## src/rtl/msx_cas_tx_pkg.sv

```systemverilog
// Shared cassette definitions: frame FSM state encodings, framing constants and the FSK level map.
// The cassette input path imports the same package, so both directions agree on bit encoding.
package msx_cas_tx_pkg;

  typedef enum logic [2:0] {
    ST_IDLE  = 3'd0,
    ST_HDR   = 3'd1,
    ST_START = 3'd2,
    ST_DATA  = 3'd3,
    ST_STOP  = 3'd4
  } cas_state_e;

  localparam logic START_BIT_VAL = 1'b0;
  localparam int   DATA_BITS     = 8;
  localparam int   STOP_BITS     = 2;
  localparam int   QTRS_PER_BIT  = 4;

  // '1' toggles every quarter (2400 Hz); '0' toggles every two quarters (1200 Hz).
  function automatic logic cas_level(input logic bit_val, input logic [1:0] qtr);
    return bit_val ? ~qtr[0] : ~qtr[1];
  endfunction

endpackage

```

## src/rtl/cas_bit_gen.sv

```systemverilog
// One FSK bit: quarter prescaler plus 2-bit quarter index; level is registered, high from the cycle after start.
// bit_done flags the last clock of the bit so the caller can chain the next start with no gap.
module cas_bit_gen
  import msx_cas_tx_pkg::*;
#(
  parameter int QUARTER_DIV = 746
) (
  input  logic clk,
  input  logic rst,
  input  logic start,
  input  logic bit_val,
  output logic level,
  output logic bit_done
);

  localparam int PW = (QUARTER_DIV > 1) ? $clog2(QUARTER_DIV) : 1;

  logic          active;
  logic          cur_bit;
  logic [PW-1:0] pre_cnt;
  logic [1:0]    qtr;
  logic          qtr_end;

  assign qtr_end  = active && (pre_cnt == PW'(QUARTER_DIV - 1));
  assign bit_done = qtr_end && (qtr == 2'(QTRS_PER_BIT - 1));

  always_ff @(posedge clk) begin
    if (rst) begin
      active  <= 1'b0;
      cur_bit <= 1'b0;
      pre_cnt <= '0;
      qtr     <= '0;
      level   <= 1'b0;
    end else if (start) begin
      // Both encodings open with a high quarter.
      active  <= 1'b1;
      cur_bit <= bit_val;
      pre_cnt <= '0;
      qtr     <= '0;
      level   <= 1'b1;
    end else if (qtr_end) begin
      pre_cnt <= '0;
      qtr     <= qtr + 2'd1;
      if (bit_done) begin
        active <= 1'b0;
        level  <= 1'b0;
      end else begin
        level  <= cas_level(cur_bit, qtr + 2'd1);
      end
    end else if (active) begin
      pre_cnt <= pre_cnt + PW'(1);
    end
  end

endmodule

```

## src/rtl/msx_cas_tx.sv

```systemverilog
// MSX cassette FSK transmitter: headers and 11-bit byte frames onto cas_out, first edge one clock after accept.
// Requests are taken only while ready (idle); optional sent_count under CAS_TX_BYTE_COUNT_EN.
module msx_cas_tx
  import msx_cas_tx_pkg::*;
#(
  parameter int QUARTER_DIV    = 746,
  parameter int LONG_HDR_BITS  = 8000,
  parameter int SHORT_HDR_BITS = 2000
) (
  input  logic        clk,
  input  logic        rst,
  input  logic        hdr_valid,
  input  logic        hdr_long,
  input  logic        data_valid,
  input  logic [7:0]  data,
  output logic        ready,
  output logic        busy,
  output logic        cas_out
`ifdef CAS_TX_BYTE_COUNT_EN
  ,
  output logic [15:0] sent_count
`endif
);

  cas_state_e  state, state_nxt;
  logic [7:0]  shreg;
  logic [2:0]  cnt;
  logic [13:0] hdr_cnt;
  logic        bit_start;
  logic        bit_val;
  logic        bit_done;

  assign ready = (state == ST_IDLE);
  assign busy  = ~ready;

  cas_bit_gen #(.QUARTER_DIV(QUARTER_DIV)) u_bit_gen (
    .clk      (clk),
    .rst      (rst),
    .start    (bit_start),
    .bit_val  (bit_val),
    .level    (cas_out),
    .bit_done (bit_done)
  );

  always_comb begin
    state_nxt = state;
    bit_start = 1'b0;
    bit_val   = 1'b1;
    case (state)
      ST_IDLE: begin
        if (hdr_valid) begin
          state_nxt = ST_HDR;
          bit_start = 1'b1;
        end else if (data_valid) begin
          state_nxt = ST_START;
          bit_start = 1'b1;
          bit_val   = START_BIT_VAL;
        end
      end
      ST_HDR: begin
        if (bit_done) begin
          if (hdr_cnt == '0) state_nxt = ST_IDLE;
          else               bit_start = 1'b1;
        end
      end
      ST_START: begin
        if (bit_done) begin
          state_nxt = ST_DATA;
          bit_start = 1'b1;
          bit_val   = shreg[0];
        end
      end
      ST_DATA: begin
        if (bit_done) begin
          bit_start = 1'b1;
          if (cnt == 3'(DATA_BITS - 1)) state_nxt = ST_STOP;
          else                          bit_val   = shreg[0];
        end
      end
      ST_STOP: begin
        if (bit_done) begin
          if (cnt == 3'(STOP_BITS - 1)) state_nxt = ST_IDLE;
          else                          bit_start = 1'b1;
        end
      end
      default: state_nxt = ST_IDLE;
    endcase
  end

  always_ff @(posedge clk) begin
    if (rst) begin
      state   <= ST_IDLE;
      shreg   <= '0;
      cnt     <= '0;
      hdr_cnt <= '0;
    end else begin
      state <= state_nxt;
      if (state == ST_IDLE) begin
        if (hdr_valid) begin
          hdr_cnt <= hdr_long ? 14'(LONG_HDR_BITS - 1) : 14'(SHORT_HDR_BITS - 1);
        end else if (data_valid) begin
          shreg <= data;
          cnt   <= '0;
        end
      end else if (bit_done) begin
        case (state)
          ST_HDR:   if (hdr_cnt != '0) hdr_cnt <= hdr_cnt - 14'd1;
          ST_START: shreg <= shreg >> 1;
          ST_DATA: begin
            // The bit just launched was shreg[0]; shift so the next one is ready.
            shreg <= shreg >> 1;
            cnt   <= (cnt == 3'(DATA_BITS - 1)) ? 3'd0 : cnt + 3'd1;
          end
          ST_STOP:  cnt <= cnt + 3'd1;
          default:  cnt <= cnt;
        endcase
      end
    end
  end

`ifdef CAS_TX_BYTE_COUNT_EN
  logic frame_done;
  assign frame_done = (state == ST_STOP) && bit_done && (cnt == 3'(STOP_BITS - 1));

  always_ff @(posedge clk) begin
    if (rst)             sent_count <= '0;
    else if (frame_done) sent_count <= sent_count + 16'd1;
  end
`endif

endmodule
```

## config.mk

```make
export PLATFORM = sky130hd
export DESIGN_NAME = msx_cas_tx
export DESIGN_NICKNAME = d
export VERILOG_FILES = /design/src/rtl/msx_cas_tx_pkg.sv /design/src/rtl/cas_bit_gen.sv /design/src/rtl/msx_cas_tx.sv
export SDC_FILE = /design/constraint.sdc
export NUM_CORES = 1
export LEC_CHECK = 0
export ABC_AREA = 1
export CORE_ASPECT_RATIO = 1.2
export CORE_MARGIN = 2
export CORE_UTILIZATION = 25
export CTS_BUF_LIST = sky130_fd_sc_hd__clkbuf_8
export CTS_CLUSTER_DIAMETER = 40
export CTS_CLUSTER_SIZE = 24
export DETAILED_ROUTE_END_ITERATION = 7
export SYNTH_ARGS = -nofsm -noshare
export SYNTH_HDL_FRONTEND = slang
export SYNTH_HIERARCHICAL = 1
export SYNTH_SLANG_ARGS = --single-unit
```

## constraint.sdc

```tcl
create_clock -name clk -period 2.3 [get_ports clk]
set_input_delay 0.46 -clock clk [delete_from_list [all_inputs] [get_ports clk]]
set_output_delay 0.46 -clock clk [all_outputs]
set_load 0.01 [all_outputs]
```

== After elaboration in Yosys (flattened, before gate mapping) ==
Cells that the tools add are included.

* Register bits after elaboration: 43
* Input bits: 13
* Output and inout port bits: 3
* Logic and storage cells: 103

* Add/sub/neg operators: 4
* Equal/unequal tests: 19
* Mux-type cells: 48
* Bitwise operators: 3
* Reductions and logical operators: 20

{| class="wikitable"
|+ Operator list
! operator !! count
|-
| $mux 14 || 5
|-
| $mux 3 || 14
|-
| $mux 8 || 5
|-
| $ne 2x2->1 const B || 10
|-
| $mux 1 || 19
|-
| $pmux 3 s5 || 1
|-
| $logic_not 14->1 || 1
|-
| $reduce_bool 14->1 || 1
|-
| $sub 14x1->14 const B || 1
|-
| $mux 13 || 1
|-
| $reduce_and 4->1 || 3
|-
| $reduce_bool 2->1 || 6
|-
| $add 10x1->10 const B || 1
|-
| $eq 10x10->1 const B || 1
|-
| $reduce_and 8->1 || 1
|-
| $eq 3x1->1 const B || 2
|-
| $eq 3x2->1 const B || 2
|-
| $eq 3x3->1 const B || 2
|-
| $pmux 3 s2 || 1
|-
| $pmux 1 s4 || 1
|-
| $reduce_or 2->1 || 2
|-
| $add 3x1->3 const B || 1
|-
| $logic_not 3->1 || 1
|-
| $ne 3x3->1 const B || 1
|-
| 8 further kinds || 11
|}

== Depth between registers and ports, before layout ==
* Word-level depth: 7
* Gate-level depth with buffers: 13
* Mapped depth without buffers: 13

== Modules after synthesis ==
Netlist, hierarchy kept.

{| class="wikitable"
|+ By module, submodules not included
! module !! times used !! cells each !! area an instance (um^2) !! seq. area each (um^2)
|-
| msx_cas_tx || 1 || 287 || 1814.2 || 560.5
|-
| cas_bit_gen || 1 || 108 || 773.2 || 300.3
|}

== Worst setup path before layout ==
No wires, ideal clock.

* Path kind: register -> register
* Start point: reg hdr_cnt[0]
* End point: reg u_bit_gen.pre_cnt[5]
* Library setup time: 0.078 ns
* Arrival: 1.657 ns
* Data required time: 2.222 ns
* Setup slack: 0.566 ns
* Cell stages (with the launch flop): 13
* Path buffers: 0
* Period minus slack after synthesis: 1.734 ns
* Cell sequence: dfxtp_1 > inv_1 > ha_1 > nand2_1 > nor2_4 > nand2_1 > nand2_1 > nand2_1 > nand3_1 > o211ai_1 > nor2_1 > nand2_2 > nor3_1

* Longest elaborated chain between the ends: 5

{| class="wikitable"
|+ Ends and longest elaborated chain
! what !! line !! RTL
|-
| from (decl) || msx_cas_tx.sv:28 || <nowiki>logic [13:0] hdr_cnt;</nowiki>
|-
| from (signal assigned) || msx_cas_tx.sv:100 || <nowiki>hdr_cnt <= hdr_long ? 14'(LONG_HDR_BITS - 1) : 14'(SHORT_HDR_BITS - 1);</nowiki>
|-
| from (signal assigned) || msx_cas_tx.sv:107 || <nowiki>ST_HDR: if (hdr_cnt != '0) hdr_cnt <= hdr_cnt - 14'd1;</nowiki>
|-
| $logic_not 14->1 || msx_cas_tx.sv:62 || <nowiki>if (hdr_cnt == '0) state_nxt = ST_IDLE;</nowiki>
|-
| $mux 1 || msx_cas_tx.sv:62 ||
|-
| $mux 1 || msx_cas_tx.sv:61 || <nowiki>if (bit_done) begin</nowiki>
|-
| $pmux 1 s4 || msx_cas_tx.sv:49 || <nowiki>case (state)</nowiki>
|-
| named net bit_start || msx_cas_tx.sv:29 || <nowiki>logic bit_start;</nowiki>
|-
| $reduce_or 3->1 (no source line) || n/a ||
|-
| to (signal assigned) || cas_bit_gen.sv:51 || <nowiki>pre_cnt <= pre_cnt + PW'(1);</nowiki>
|-
| to (decl) || cas_bit_gen.sv:20 || <nowiki>logic [PW-1:0] pre_cnt;</nowiki>
|}

The timed path passes the listed nets, and every way through them passes these cells.
A chain may end at the register's enable or synchronous reset.

== Final worst setup path ==
* Start point: reg state[0]
* End point: out busy

* Longest elaborated chain between the ends: 2

{| class="wikitable"
|+ Ends and longest elaborated chain
! what !! line !! RTL
|-
| from (decl) || msx_cas_tx.sv:25 || <nowiki>cas_state_e state, state_nxt;</nowiki>
|-
| from (signal assigned) || msx_cas_tx.sv:97 || <nowiki>state <= state_nxt;</nowiki>
|-
| $logic_not 3->1 || msx_cas_tx.sv:33 || <nowiki>assign ready = (state == ST_IDLE);</nowiki>
|-
| $not 1->1 || msx_cas_tx.sv:34 || <nowiki>assign busy = ~ready;</nowiki>
|-
| to (decl) || msx_cas_tx.sv:17 || <nowiki>output logic busy,</nowiki>
|}

Every way passes these cells.

==> run summary <==
status -> complete, no violations
Fillers -> 1090
Critical Path Max Stage Delay -> 0.55 ns
Critical Path Slowest Stage Cell -> clkdlybuf4s50_1
sequential share of power -> 29.3%
synthesized netlist net count -> 415
DR vias/cell -> 4.55
placed cell count -> 534
setup TNS -> 0 ns
worst slew pin tran -> 0.369 ns
vias in the first global route -> 2292
CP Max Fanout -> 9
final period utilization -> 94.4%
final cell count without fillers -> 541
post-route ant nets -> 0
CP cell instances -> nor2_4 > nand2_2 > buf_4 > clkdlybuf4s50_1
worst path arrival time -> 1.71 ns
Clock Tree Buf Depth -> 2
Total Routing Usage GR -> 10.7%
Rel. slew slack -> 75.3%
Num CTS Buffers -> 5
Synth top area share -> 33.3%
Comb pwr share -> 57.5%
synthesized flop and latch total -> 43
Initial Util -> 25.7%
Syn Std Cell Area -> 0.00259 mm^2
Reg2Reg Setup Slack -> 0.33 ns
Setup Fix Bufs, Post-CTS -> 0
most common cell after layout, fill and taps aside -> nand2_1
top post-synthesis cells by area -> dfxtp_1 (33%), nand2_1 (16%), nor2_1 (7.3%), nand3_1 (7.0%), inv_1 (6.2%)
# DRC -> 0
DR pass1 iterations -> 4
final design area excluding fillers -> 0.00297 mm^2
P_leak -> 1.24 nW
CTS tree -> built
largest net degree at the start of global routing -> 19
Area growth, synth to finish -> 14.7%
initial antenna violation count -> 0
min Tclk post-route -> 2.17 ns
Power Internal -> 1.94 mW
HP Class -> reg -> reg
global route overflow -> 0
clock share of power -> 13.2%
worst skew pair latency -> 0.30 ns
Sw Share -> 48.2%
clock skew -> 0.00878 ns
Syn Area/Cell -> 6.55 um^2
post-DP HPWL -> 4340 um
sw power -> 1.80 mW
FP Rows -> 40
Slew Viols, Final -> 0
die area -> 0.0112 mm^2
PwrDens -> 1260 mW/mm^2
via count -> 2461
Peak VDD IR -> 0.551 mV
Cell variety after synth -> 33
Required @ worst endpoint -> 1.84 ns
commonest cells after routing, fill and taps aside -> nand2_1 (110), nor2_1 (50), inv_1 (43), dfxtp_1 (43), nand3_1 (36)
n_diodes -> 0
yosys warns -> 6
CP endpoint kind -> primary output
Worst-path clk slew -> 0.09 ns
Finish-stage setup viols -> 0
WS Path Type -> reg -> out
hold_buf cts -> 0
cts repair resizes -> 0
MaxCap Viol Count -> 0
Mapped Cells -> 395
RSZ-0062 raised after global routing -> false
chip width -> 96.9 um
CTS root buffer -> clkbuf_8
final hold vios -> 0
CP Launch Type -> flop
layout cell share with drive strength beyond 1 -> 9.88%
Yosys top cell by area -> dfxtp_1
# H-tree levels -> 2
Wirelength per Cell -> 10.8 um
first-pass GRT wire length -> 9930 um
FMAX -> 461 MHz
Nets -> 435
Core Box Area -> 0.0101 mm^2
Design Power -> 3.74 mW
first-iteration detailed-routing DRC count -> 115
WL final -> 5860 um
clk sink count -> 43
num ports -> 16
Die Y -> 115 um
sequential cell area fraction in the yosys report -> 33.3%
GPL Wtd Cong -> 0.856
IO Port Bufs -> 15
Area after DPL -> 0.00288 mm^2
[power by group through the flow]
stage / registers, mW / clock network [mW] / logic (mW)
after floorplan: 1.07 / 0 / 1.70
after detailed placement: 1.11 / 0 / 2.14
final: 1.10 / 0.495 / 2.15
after global routing: 1.12 / 0.546 / 2.44
after global placement: 1.11 / 0 / 2.13
after CTS: 1.09 / 0.521 / 2.16
[flip-flops by register name, indices dropped and copies added, names as in the netlist]
name               flops
hdr_cnt               14
u_bit_gen/pre_cnt     10
shreg                  8
cnt                    3
state                  3
u_bit_gen/qtr          2
u_bit_gen/active       1
u_bit_gen/cur_bit      1
u_bit_gen/level        1
[through the flow]
step / setup slack [ns] / hold slack, ns / util [%]
6_report: 0.130 / 0.460 / 29.5
3_3_place_gp: 0.298 / 0.438 / 28.6
4_1_cts: 0.119 / 0.461 / 29.5
5_1_grt: 0.0456 / 0.485 / 29.5
3_5_place_dp: 0.247 / 0.449 / 28.6
2_1_floorplan: 0.566 / 0.427 / -
[logic make-up (layout without fill, tap and decap cells)]
logic type,count (synthesis),in the layout,share of synthesized area (%)
xor gates and xnor gates,6,6,2.03
DFF,43,43,33.3
adders and majority gates,7,7,3.38
and+or+nand+nor,228,228,40.2
AOI/OAI and AO/OA,58,58,12.2
buffers and inverters,53,73,8.90
[final cells by class]
class | count | area, um^2 | area share (%)
flip-flops and latches | 43 | 861 | 29.0
clock inverters | 1 | 5.00 | 0.169
repair buffers | 21 | 195 | 6.58
clock buffers | 6 | 82.6 | 2.78
well taps | 126 | 158 | 5.31
multi-input cells | 299 | 1500 | 50.4
inverters | 45 | 169 | 5.69
[cell usage after synthesis (all sizes together)]
cell type / n
a21oi: 33
buf: 6
clkbuf: 2
dfxtp: 43
ha: 7
inv: 45
nand2: 117
nand3: 39
nand3b: 3
nand4: 3
nor2: 57
nor3: 5
nor3b: 1
o2111ai: 1
o211ai: 1
o21ai: 23
or2: 3
xnor2: 2
xor2: 4
[metal layers]
metal | GRT usage [%] | part of all wire, %
met1 | 11.4 | 44
met2 | 20.6 | 52
met3 | 2.11 | 3.2
met4 | 4.23 | 0.94
met5 | 0 | 0
[worst max-delay path: cells and delay by family (launching register included)]
family	cells	cell delay, ns
and+or+nand+nor	2	0.22
DFF	1	0.45
buffers and inverters	2	0.75
[worst paths after layout]
kind,from,endpoint,cells past startpoint
hold / removal,shreg[0],shreg[0],2
setup reg to reg,hdr_cnt[0],u_bit_gen/pre_cnt[0],12
hold reg to reg,shreg[0],shreg[0],2
setup / recovery,state[0],busy,4
(Power assumes the default switching activity.)
==> RTL edit (config.mk and constraints unchanged) <==
Build with the macro `CAS_TX_BYTE_COUNT_EN` defined.
--- a/src/rtl/msx_cas_tx.sv
+++ b/src/rtl/msx_cas_tx.sv
@@ -2,2 +2,4 @@
 // Requests are taken only while ready (idle); optional sent_count under CAS_TX_BYTE_COUNT_EN.
+`define CAS_TX_BYTE_COUNT_EN
+
 module msx_cas_tx
Behaviour (old outputs only; new: sent_count): unchanged (Yosys induction, for registers that start in step).
==> RTL edit against the unedited design <==
- sequential cell count rose by 16
- power rose by 24%
- sequential power rose by 29%
- clock power rose by 130%
- setup slack improved by 0.021 ns
- wire length rose by 39%
- design area rose by 42%
- critical path depth did not move
- synthesized area rose by 33%
- critical path type unchanged
- highest routed layer unchanged
==> RTL edit: results (changes against the unedited design) <==
drt:
  met3_wirelength_um: 280  # +51%
  via_count: 3264  # +33%
  top_layer_used: "met4"
  drt-met1-wl_mm: 3.97  # +54%
  drt-initial-drc-count: 175  # +52%
  wirelength_mm: 8.12  # +39%
  wl_per_cell_um: 11.0  # +2.0%
  drt-pass1-iter-count: 4  # unchanged
  wl_met2_mm: 3.78  # +24%
logic_synthesis:
  synthTopCellsByCount: "nand2_1, nor2_1, dfxtp_1"
  avgSynthCellArea_um2: 6.56  # +0.18%
  seq_area_frac_synth: 0.344  # +0.0115
  synth_area_leaders: "dfxtp_1, nand2_1, nor2_1, inv_1, a21oi_1"
  synth_fa_ha_area_frac: 0.0292  # -0.00468
  synth_mux_area_frac: 0  # unchanged
  synth-xor-area-share: 0.0306  # +0.0103
  syn_nets: 544  # +31%
  yosysUniqueCellTypes: 36  # +9.1%
  synth-compound-area-share: 0.120  # -0.00228
power_and_ir_drop:
  power.leakage_nw: 1.64  # +32%
  vdd_drop_max_mv: 0.742  # +35%
placed_design:
  dp_hpwl_mm: 5.96  # +37%
  dpl.cell_count: 719  # +35%
  io_buffer_count: 31  # +16
  pre_cts_ws_ns: 0.276  # +0.0296 ns
  globalplace.congestion: 0.802  # -6.3%
cts:
  clk_pin_slew_ns: 0.07  # -0.02 ns
  htreeDepth: 3  # +1
  numCtsBuffers: 9  # +4
  clk_latency_ns: 0.35  # +0.05 ns
setup_path:
  crit_arrival_ns: 1.69  # -0.02 ns
  reg2reg_slack_ns: 0.25  # -0.08 ns
  cp_max_fo: 12  # +3
  crit_type: "reg -> out"
  r2r-start: "u_bit_gen/pre_cnt[0]"
  setup.worst_path.end: "ready"
  reg2reg_to: "sent_count[6]"
  setup.worst_path.start: "state[1]"
timing:
  hold_slack_ns: 0.455  # -0.00486 ns
  fin_skew_ns: 0.0109  # +0.00216 ns
  setup_viol: 0  # unchanged
  post-route-period-util: 0.934  # -0.00928
  tightest_slew_ns: 0.538  # +0.169 ns
global_routing:
  grt_usage: 0.115  # +0.00858
  first_global_vias: 3086  # +35%
  grt_util_met2: 0.192  # -0.0149
  use_met1: 0.143  # +0.0294
  use_met3: 0.0313  # +0.0102
  grt_first_pass_wirelength_mm: 14.0  # +41%
min_path:
  min_to: "u_bit_gen/qtr[1]"
  hold_start: "u_bit_gen/qtr[1]"
outcome:
  status: "complete, no violations"
finish:
  layout.nets: 583  # +34%
  reg.largest.list: "sent_count (16), hdr_cnt (14), u_bit_gen/pre_cnt (10)"
  drive_gt1_frac: 0.118  # +0.0194
-- RTL edit: area by class of cell --
cell class	count	area (um2)
Clock buffer	13	179
Clock inverter	3	67.6
Fill cell	1446	9090
Inverter	60	228
Multi-Input combinational cell	393	1970
Sequential cell	59	1180
Tap cell	168	210
Timing Repair Buffer	39	370
-- RTL edit: stage by stage --
stage	util	cell area [um2]
finish	0.316	4210
CTS	0.316	4200
detailed placement	0.297	3950
global route	0.316	4210
floorplan	-	3430
global placement	0.297	3950
-- RTL edit: power by group --
| group | leakage [nW] | internal, mW | switching (mW) |
|---|---|---|---|
| clock | 0.122 | 0.729 | 0.423 |
| sequential | 0.480 | 1.22 | 0.198 |
| combinational | 1.04 | 0.769 | 1.29 |
| total | 1.64 | 2.72 | 1.91 |
-- RTL edit: logic make-up after synthesis --
group | Yosys count
simple gates | 298
compound gates | 75
buf+inv | 71
flops | 59
xor+xnor | 12
fa+ha+maj | 8
